--- src/rtl/reverb_stream_pkg.sv ---
// Shared types and constants for the reverb stream sink.
//  - state_e : sink FSM states (IDLE, PRIME, RUN)
//  - STREAM_W/SAMPLE_W : default packed stereo word width and per-channel width
//  - LEFT_*/RIGHT_* : channel field positions inside the default 32-bit word
//  - sample_w() : per-channel width for any stream width
package reverb_stream_pkg;

    typedef enum logic [1:0] {
        ST_IDLE  = 2'd0,
        ST_PRIME = 2'd1,
        ST_RUN   = 2'd2
    } state_e;

    localparam int STREAM_W  = 32;
    localparam int SAMPLE_W  = STREAM_W / 2;
    localparam int LEFT_MSB  = STREAM_W - 1;
    localparam int LEFT_LSB  = SAMPLE_W;
    localparam int RIGHT_MSB = SAMPLE_W - 1;
    localparam int RIGHT_LSB = 0;

    function automatic int sample_w(input int data_w);
        return data_w / 2;
    endfunction

endpackage

--- src/rtl/reverb_frame_buffer.sv ---
// DEPTH x DATA_W circular frame buffer built from flops.
//  clk, reset     : clock, synchronous active-high reset
//  push, wdata    : write request and frame; ignored when full unless a pop
//                   happens in the same cycle (pop is taken first)
//  pop            : release head frame; ignored when empty
//  flush          : empty the buffer (wins over push/pop)
//  head           : frame at the read pointer
//  fill_level     : frames held, 0..DEPTH
//  full, empty    : fill_level == DEPTH / == 0
module reverb_frame_buffer #(
    parameter int DATA_W = 32,
    parameter int DEPTH  = 4
) (
    input  logic                       clk,
    input  logic                       reset,
    input  logic                       push,
    input  logic                       pop,
    input  logic                       flush,
    input  logic [DATA_W-1:0]          wdata,
    output logic [DATA_W-1:0]          head,
    output logic [$clog2(DEPTH):0]     fill_level,
    output logic                       full,
    output logic                       empty
);
    localparam int PTR_W = $clog2(DEPTH);

    logic [DEPTH-1:0][DATA_W-1:0] mem_q, mem_d;
    logic [PTR_W-1:0]             wr_ptr_q, wr_ptr_d;
    logic [PTR_W-1:0]             rd_ptr_q, rd_ptr_d;
    logic [PTR_W:0]               fill_q, fill_d;
    logic                         do_push, do_pop;

    assign full       = (fill_q == (PTR_W+1)'(DEPTH));
    assign empty      = (fill_q == '0);
    assign head       = mem_q[rd_ptr_q];
    assign fill_level = fill_q;

    always_comb begin
        do_pop   = pop & ~empty;
        // A same-cycle pop frees the slot the push needs.
        do_push  = push & (~full | do_pop);
        mem_d    = mem_q;
        wr_ptr_d = wr_ptr_q;
        rd_ptr_d = rd_ptr_q;
        fill_d   = fill_q;
        if (flush) begin
            wr_ptr_d = '0;
            rd_ptr_d = '0;
            fill_d   = '0;
        end else begin
            if (do_push) begin
                mem_d[wr_ptr_q] = wdata;
                wr_ptr_d        = wr_ptr_q + 1'b1;
            end
            if (do_pop) begin
                rd_ptr_d = rd_ptr_q + 1'b1;
            end
            case ({do_push, do_pop})
                2'b10:   fill_d = fill_q + 1'b1;
                2'b01:   fill_d = fill_q - 1'b1;
                default: fill_d = fill_q;
            endcase
        end
    end

    always_ff @(posedge clk) begin
        if (reset) begin
            mem_q    <= '0;
            wr_ptr_q <= '0;
            rd_ptr_q <= '0;
            fill_q   <= '0;
        end else begin
            mem_q    <= mem_d;
            wr_ptr_q <= wr_ptr_d;
            rd_ptr_q <= rd_ptr_d;
            fill_q   <= fill_d;
        end
    end

endmodule

--- src/rtl/reverb_st_stereo_sink.sv ---
// Avalon-ST stereo sink feeding the reverb core: buffers {L,R} frames from
// the m2s FIFO and releases one frame per sample_tick.
//  clk, reset            : clock, synchronous active-high reset
//  enable                : 1 = accept and play, 0 = flush and emit silence
//  asi_data/asi_valid    : stream word {left, right}, readyLatency = 1
//  asi_ready             : sink can take a word next cycle
//  sample_tick           : audio-rate strobe
//  left_out/right_out    : registered samples, held between ticks
//  sample_valid          : pulses the cycle after each tick
//  fill_level            : frames buffered
//  underrun_count        : saturating RUN-state underrun count
//  overrun               : sticky, word arrived while buffer full
//  status_clr            : clears underrun_count and overrun
module reverb_st_stereo_sink
    import reverb_stream_pkg::*;
#(
    parameter int DATA_W      = STREAM_W,
    parameter int DEPTH       = 4,
    parameter int PRIME_LEVEL = 2,
    parameter int CNT_W       = 16
) (
    input  logic                       clk,
    input  logic                       reset,
    input  logic                       enable,
    input  logic [DATA_W-1:0]          asi_data,
    input  logic                       asi_valid,
    output logic                       asi_ready,
    input  logic                       sample_tick,
    output logic [DATA_W/2-1:0]        left_out,
    output logic [DATA_W/2-1:0]        right_out,
    output logic                       sample_valid,
    output logic [$clog2(DEPTH):0]     fill_level,
    output logic [CNT_W-1:0]           underrun_count,
    output logic                       overrun,
    input  logic                       status_clr
);
    localparam int SW    = sample_w(DATA_W);
    localparam int PTR_W = $clog2(DEPTH);
    localparam logic [PTR_W+1:0] READY_LIM = (PTR_W+2)'(DEPTH - 1);
    localparam logic [PTR_W:0]   PRIME_LVL = (PTR_W+1)'(PRIME_LEVEL);

    state_e            state_q, state_d;
    logic              ready_q, ready_d;
    logic [SW-1:0]     left_q, left_d, right_q, right_d;
    logic              sval_q, sval_d;
    logic [CNT_W-1:0]  ucnt_q, ucnt_d;
    logic              ovr_q, ovr_d;

    logic              active, push, pop, underrun;
    logic [DATA_W-1:0] head;
    logic [PTR_W:0]    fill;
    logic              full, empty;
    logic [PTR_W+1:0]  credit;

    reverb_frame_buffer #(
        .DATA_W (DATA_W),
        .DEPTH  (DEPTH)
    ) u_buf (
        .clk        (clk),
        .reset      (reset),
        .push       (push),
        .pop        (pop),
        .flush      (~active),
        .wdata      (asi_data),
        .head       (head),
        .fill_level (fill),
        .full       (full),
        .empty      (empty)
    );

    assign active = enable & (state_q != ST_IDLE);
    // Count the word possibly in flight against free space; pops are not
    // credited, so legal upstream traffic can never overflow the buffer.
    assign credit    = {1'b0, fill} + {{(PTR_W+1){1'b0}}, ready_q};
    assign asi_ready = active & (credit <= READY_LIM);
    // Words landing while idle (or while enable just dropped) are discarded.
    assign push      = asi_valid & active;

    always_comb begin
        state_d  = state_q;
        left_d   = left_q;
        right_d  = right_q;
        sval_d   = 1'b0;
        pop      = 1'b0;
        underrun = 1'b0;
        ready_d  = asi_ready;

        if (sample_tick) begin
            sval_d  = 1'b1;
            left_d  = '0;
            right_d = '0;
            if (enable && state_q == ST_RUN) begin
                if (!empty) begin
                    pop     = 1'b1;
                    left_d  = head[DATA_W-1:SW];
                    right_d = head[SW-1:0];
                end else begin
                    underrun = 1'b1;
                end
            end
        end

        case (state_q)
            ST_IDLE:  state_d = ST_PRIME;
            ST_PRIME: if (fill >= PRIME_LVL) state_d = ST_RUN;
            ST_RUN:   if (underrun) state_d = ST_PRIME;
            default:  state_d = ST_IDLE;
        endcase
        if (!enable) state_d = ST_IDLE;

        // Clear wins over a same-cycle underrun or overrun event.
        if (status_clr) begin
            ucnt_d = '0;
            ovr_d  = 1'b0;
        end else begin
            ucnt_d = (underrun && ucnt_q != '1) ? ucnt_q + 1'b1 : ucnt_q;
            ovr_d  = ovr_q | (push & full & ~pop);
        end
    end

    always_ff @(posedge clk) begin
        if (reset) begin
            state_q <= ST_IDLE;
            ready_q <= 1'b0;
            left_q  <= '0;
            right_q <= '0;
            sval_q  <= 1'b0;
            ucnt_q  <= '0;
            ovr_q   <= 1'b0;
        end else begin
            state_q <= state_d;
            ready_q <= ready_d;
            left_q  <= left_d;
            right_q <= right_d;
            sval_q  <= sval_d;
            ucnt_q  <= ucnt_d;
            ovr_q   <= ovr_d;
        end
    end

    assign left_out       = left_q;
    assign right_out      = right_q;
    assign sample_valid   = sval_q;
    assign fill_level     = fill;
    assign underrun_count = ucnt_q;
    assign overrun        = ovr_q;

endmodule

--- config.mk ---
export PLATFORM = sky130hd
export DESIGN_NAME = reverb_st_stereo_sink
export DESIGN_NICKNAME = d
export VERILOG_FILES = /design/src/rtl/reverb_stream_pkg.sv /design/src/rtl/reverb_frame_buffer.sv /design/src/rtl/reverb_st_stereo_sink.sv
export SDC_FILE = /design/constraint.sdc
export NUM_CORES = 1
export LEC_CHECK = 0
export ABC_AREA = 1
export BUFFER_PORTS_ARGS = -buffer_cell sky130_fd_sc_hd__buf_2
export CAP_MARGIN = 20
export CORE_AREA = 2 2 131 133
export DETAILED_ROUTE_END_ITERATION = 12
export DIE_AREA = 0 0 133 135
export GPL_ROUTABILITY_DRIVEN = 0
export PLACE_DENSITY = 0.76
export SYNTH_ARGS = -nofsm -noshare
export SYNTH_HDL_FRONTEND = slang
export SYNTH_SLANG_ARGS = --single-unit
--- constraint.sdc ---
create_clock -name clk -period 3 [get_ports clk]
set_clock_uncertainty 0.2 [all_clocks]
set_input_delay 0.15 -clock clk [delete_from_list [all_inputs] [get_ports clk]]
set_output_delay 0.15 -clock clk [all_outputs]
set_load 0.1 [all_outputs]
After elaboration in Yosys (flattened, before gate mapping)
Cells that the tools add are included.
{"block": "classes", "order_cmp": 5, "div_mod_pow": 0, "n_addsub": 6, "muxes": 20, "n_shift": 0, "reduce_logical": 12, "bitwise": 14, "n_eq_ne": 8, "mul": 0}
{"op": "bitwise mux 128 bit", "count": 1}
{"op": "binary-select mux 32 bit (select 2 bit)", "count": 1}
{"op": "demux 32 bit (select 2 bit)", "count": 1}
{"op": "2-to-1 mux 16 bit", "count": 4}
{"op": "2-to-1 mux 32 bit", "count": 2}
{"op": "adder 16 x 1 -> 16 bit (second input constant)", "count": 1}
{"op": "inequality test 16 bit (second input constant)", "count": 1}
{"op": "AND 1 bit", "count": 7}
{"op": "2-to-1 mux 1 bit", "count": 7}
{"op": "less-than comparator 2 x 3 -> 1 bit (second input constant)", "count": 2}
{"op": "case mux 2 bit (3 select lines)", "count": 1}
{"op": "case mux 3 bit (2 select lines)", "count": 1}
{"op": "OR reduction 2 bit", "count": 3}
{"op": "NOT 1 bit", "count": 5}
{"op": "adder 2 x 1 -> 2 bit (second input constant)", "count": 2}
{"op": "adder 3 x 1 -> 4 bit", "count": 1}
{"op": "== test 2 x 1 -> 1 bit (second input constant)", "count": 2}
{"op": "== test 2 bit (second input constant)", "count": 2}
{"op": "less-or-equal comparator 4 x 2 -> 1 bit (second input constant)", "count": 1}
{"op": "2-to-1 mux 2 bit", "count": 2}
{"op": "inequality test 2 bit (second input constant)", "count": 2}
{"op": "AND reduction 2 bit", "count": 2}
{"op": "nonzero test 2 bit", "count": 2}
{"op": "adder 3 x 1 -> 3 bit (second input constant)", "count": 1}
{"op": "8 further kinds", "count": 11}
{"block": "word_totals", "latchBits": 0, "register_bits": 188, "input_bits": 38, "output_inout_bits": 54, "mem_count": 0, "mem_bits_rw": 0, "wordCells": 79, "mem_bits_ro": 0}

Logic depth before layout (Yosys ltp)
{"block": "logic_depth", "ltp_word": 9, "mapped_depth": 12, "mapped_depth_nobuf": 11}

Modules after synthesis
Synthesis repeated with hierarchy kept, for this count alone.
{"block": "unflattened", "cells_unflattened": 1367, "hier_area_um2": 8864.8}
{"mod": "reverb_frame_buffer", "n_inst": 1, "area_per_inst_um2": 6612.6, "seq_area_each_um2": 2702.6, "cells_each": 1052}
{"mod": "reverb_st_stereo_sink", "n_inst": 1, "area_per_inst_um2": 2252.2, "seq_area_each_um2": 1061.0, "cells_each": 315}

Worst setup path after synthesis
Ideal clock, no wire load.
{"block": "synth_path", "path_kind": "reg2out", "startpoint": "reg u_buf.fill_q[1], in the netlist u_buf.fill_level[1]", "endpoint": "out asi_ready", "slack_ns": -0.464, "arrival_ns": 3.114, "t_required_ns": 2.650, "path_stages_with_launch": 4, "n_path_buf": 0, "cell_sequence": "dfxtp_1 > inv_1 > nor2_1 > nor3_1"}
{"block": "synth_via", "elab_chain_len": 3}
{"item": "from (decl)", "line": "reverb_frame_buffer.sv:30", "source": "logic [PTR_W:0] fill_q, fill_d;"}
{"item": "from (signal assigned)", "line": "reverb_frame_buffer.sv:76", "source": "fill_q <= fill_d;"}
{"item": "adder 3 x 1 -> 4 bit", "line": "reverb_st_stereo_sink.sv:74", "source": "assign credit = {1'b0, fill} + {{(PTR_W+1){1'b0}}, ready_q};"}
{"item": "less-or-equal comparator 4 x 2 -> 1 bit", "line": "reverb_st_stereo_sink.sv:75", "source": "assign asi_ready = active & (credit <= READY_LIM);"}
{"item": "AND 1 bit", "line": "reverb_st_stereo_sink.sv:75"}
{"item": "to (decl)", "line": "reverb_st_stereo_sink.sv:27", "source": "output logic asi_ready,"}
No other way between the ends.

Worst setup path after layout
{"block": "layout_path", "startpoint": "reg state_q[1]", "endpoint": "reg u_buf.fill_q[2], in the netlist u_buf.fill_level[2]"}
{"block": "layout_via", "elab_chain_len": 9}
{"item": "from (decl)", "line": "reverb_st_stereo_sink.sv:42", "source": "state_e state_q, state_d;"}
{"item": "from (signal assigned)", "line": "reverb_st_stereo_sink.sv:131", "source": "state_q <= state_d;"}
{"item": "== test 2 bit", "line": "reverb_st_stereo_sink.sv:92", "source": "if (enable && state_q == ST_RUN) begin"}
{"item": "logical AND 1 bit", "line": "reverb_st_stereo_sink.sv:92"}
{"item": "2-to-1 mux 1 bit", "line": "reverb_st_stereo_sink.sv:92"}
{"item": "2-to-1 mux 1 bit", "line": "reverb_st_stereo_sink.sv:88", "source": "if (sample_tick) begin"}
{"item": "AND 1 bit", "line": "reverb_frame_buffer.sv:39", "source": "do_pop = pop & ~empty;"}
{"item": "OR 1 bit", "line": "reverb_frame_buffer.sv:41", "source": "do_push = push & (~full | do_pop);"}
{"item": "AND 1 bit", "line": "reverb_frame_buffer.sv:41"}
{"item": "== test 2 x 1 -> 1 bit / == test 2 bit (equally long branches)", "line": "reverb_frame_buffer.sv:58", "source": "case ({do_push, do_pop})"}
{"item": "case mux 3 bit (2 select lines) / nonzero test 2 bit (equally long branches)"}
Several ways; a longest one is shown, not always the timed one.
A chain may end at the register's enable or synchronous reset.

==> flow_summary.ini <==
[worst_setup_path]
timing.setup.critical_path_class = reg -> reg
cp_slowest_cell = fa_1
r2r_start = state_q[1]
required_ns = 3.18
cp.arrival_ns = 2.45
cp_max_fo = 4
startpoint_type = flip-flop
crit_top_cell = a21oi_1
slowest_delay_ns = 0.37
cp-startpoint = state_q[1]
path_cells = o21ai_2 > nor2_4 > nand2_1 > ha_1 > inv_1 > fa_1 > a21oi_1 > o21ai_0 > a21oi_1 > o21a_1
setup.worst_path.end_class = flip-flop
rrSetupSlack_ns = 0.73

[logic_synthesis]
syn_area_sq_um = 9680
synth.distinct_cells = 27
synth_seq_cells = 188
syn-instance-count = 1547
ys_seq_area_share_pct = 38.9
synth_flop_cell = dfxtp_1
syn-num-nets = 1592
synth_edf_count = 0
synth_compound_area_share_pct = 9.84
yosysMostFrequentCell = nand2_1
ys_top_cells_by_count = nand2_1, inv_1, dfxtp_1
synth_top_area_cell = dfxtp_1
synth_fa_ha_area_share_pct = 0.982
yosysWarnings = 0
synthXorXnorAreaFrac_pct = 0.724
yosysTopAreaCellShare_pct = 38.9
yosys.area_share.simple_pct = 32.7
synthMuxAreaShare_pct = 0
synth_top_family_by_area = simple AND/OR/NAND/NOR gates
async_flop_share_pct = 0
syn_area_per_cell_sq_um = 6.26
synthTopCellsByArea = dfxtp_1, nand2_1, inv_1

[cts]
clk-insertion-delay-late_ns = 0.44
cts.sinks = 188
cts_htree_levels = 4
clockBufferDepth = 2
numCtsBuffers = 17
cts_tree = done
clk_pin_slew_ns = 0.07
cts-root-buf = clkbuf_16

[grt]
grt_pass1_wl_um = 42000
grt_max_degree = 136
antenna_found_initial = 0
grt_overflow = 0
grtUsageTotal_pct = 28.8
grt_pass1_vias = 8476

[run]
maxCapViolCount = 0

[route]
totalWireLength_um = 25500
vias_per_cell = 5.12
firstDrtPassIters = 5
drtIter0Drc = 930
drc_errors = 0
drtAntennaViolNets = 0
detail_route.wl_per_cell_um = 13.8
num_vias = 9465

[final_layout]
nNetsFinal = 1661
final_area_sq_um = 11200
area_growth_pct = 15.3
drive_gt1_share_pct = 12.0
fillers = 1489
diodes = 0

[timing]
holdWs_ns = 0.103
setup_viol = 0
tightest_slew_ns = 0.940
rsz0062_at_grt = no
fmax_mhz = 440
period_share_pct = 75.7
drv_slew = 0
tns_ns = 0
slew_headroom_pct = 37.3
fin_crit_ns = 2.27
hold_viol = 0
setup_ws_ns = 0.728

[die]
rows = 47
core-area_sq_um = 16400
ioPinCount = 92
die_h_um = 135
die_area_sq_um = 18000
initial_core_util_pct = 59.0
die_w_um = 133

[worst_hold_path]
worstHoldStart = asi_valid
hp-class = in -> reg

[status]
status = finished clean

[place]
dp_slack_ns = 0.782
port_buffers = 91
place_area_sq_um = 10200
hpwl_um = 14800

[power_and_ir_drop]
peakVddDrop_uv = 402
power_density_nw_per_um2 = 460
power_leakage_nw = 5.22
[final cells by class]
type | instances | area, sq um | share of cell area [%]
clock buffers | 18 | 439 | 3.94
clock inverters | 14 | 169 | 1.51
inverters | 317 | 1190 | 10.7
multi-input cells | 939 | 4290 | 38.4
flip-flops and latches | 188 | 3770 | 33.8
well taps | 220 | 275 | 2.47
repair buffers | 153 | 1030 | 9.24
[logic make-up (layout without fill, tap and decap cells)]
group / after synthesis / in the layout
AOI/OAI and AO/OA: 189 / 189
xor gates and xnor gates: 8 / 8
adders and majority gates: 7 / 7
and+or+nand+nor: 735 / 735
buffers and inverters: 420 / 502
DFF: 188 / 188
[routing by layer]
metal,GRT usage (%),part of all wire [%]
met1,38.7,45
met2,47.6,47
met3,4.32,6.2
met4,9.92,1.8
met5,0,0
[worst max-delay path, delay by kind of cell, from the launching register on]
kind / cells / cell delay [ns]
adders and majority gates: 2 / 0.52
and+or+nand+nor: 2 / 0.19
AOI/OAI and AO/OA: 5 / 0.88
DFF: 1 / 0.36
buffers and inverters: 1 / 0.06
[sequential cells by signal, indices dropped and copies added (netlist names)]
name	flops
u_buf.mem_q	128
left_out	16
right_out	16
underrun_count	16
u_buf.fill_level	3
state_q	2
u_buf.rd_ptr_q	2
u_buf.wr_ptr_q	2
overrun	1
ready_q	1
sample_valid	1
[path summary, 6_finish.rpt]
| path | endpoint | cells past startpoint |
|---|---|---|
| max | u_buf.fill_level[2] | 10 |
| min | u_buf.wr_ptr_q[0] | 6 |
| max reg2reg | u_buf.fill_level[2] | 10 |
| min reg2reg | right_out[10] | 2 |
[placed cells by master (no fill, tap or decap), drive strengths merged]
master         n
nand3         17
ha             6
nor2         165
nor3           1
inv          316
xor2           6
fa             1
nand4        136
nand2        415
clkinvlp       2
bufinv         3
buf          119
dlygate4sd3   34
o21a           1
clkinv        10
nor4           1
xnor2          2
a21oi        118
dfxtp        188
o21ai         70
clkbuf        18
[through the flow]
stage / std cells / power (mW) / util, %
3_3_place_gp: 1783 / 2.82 / 62.2
6_report: 1849 / 5.14 / 68.0
4_1_cts: 1849 / 5.17 / 68.0
3_5_place_dp: 1783 / 2.82 / 62.2
2_1_floorplan: 1547 / 2.75 / -
5_1_grt: 1849 / 5.30 / 68.0
[report_power, final]
| group | leakage (nW) | switching, mW | internal [mW] | total [mW] |
|---|---|---|---|---|
| Sequential | 1.52 | 0.00726 | 2.51 | 2.52 |
| Clock | 0.296 | 1.00 | 1.34 | 2.34 |
| Combinational | 3.40 | 0.181 | 0.104 | 0.285 |
[what timing repair did]
item	in CTS	in global routing
hold buffers	34	0
endpoints found under the setup margin	0	0
gates resized for setup	0	0
hold endpoints to repair	136	0
buffers inserted	0	0
Note: power is estimated with default switching activity, not from simulation.
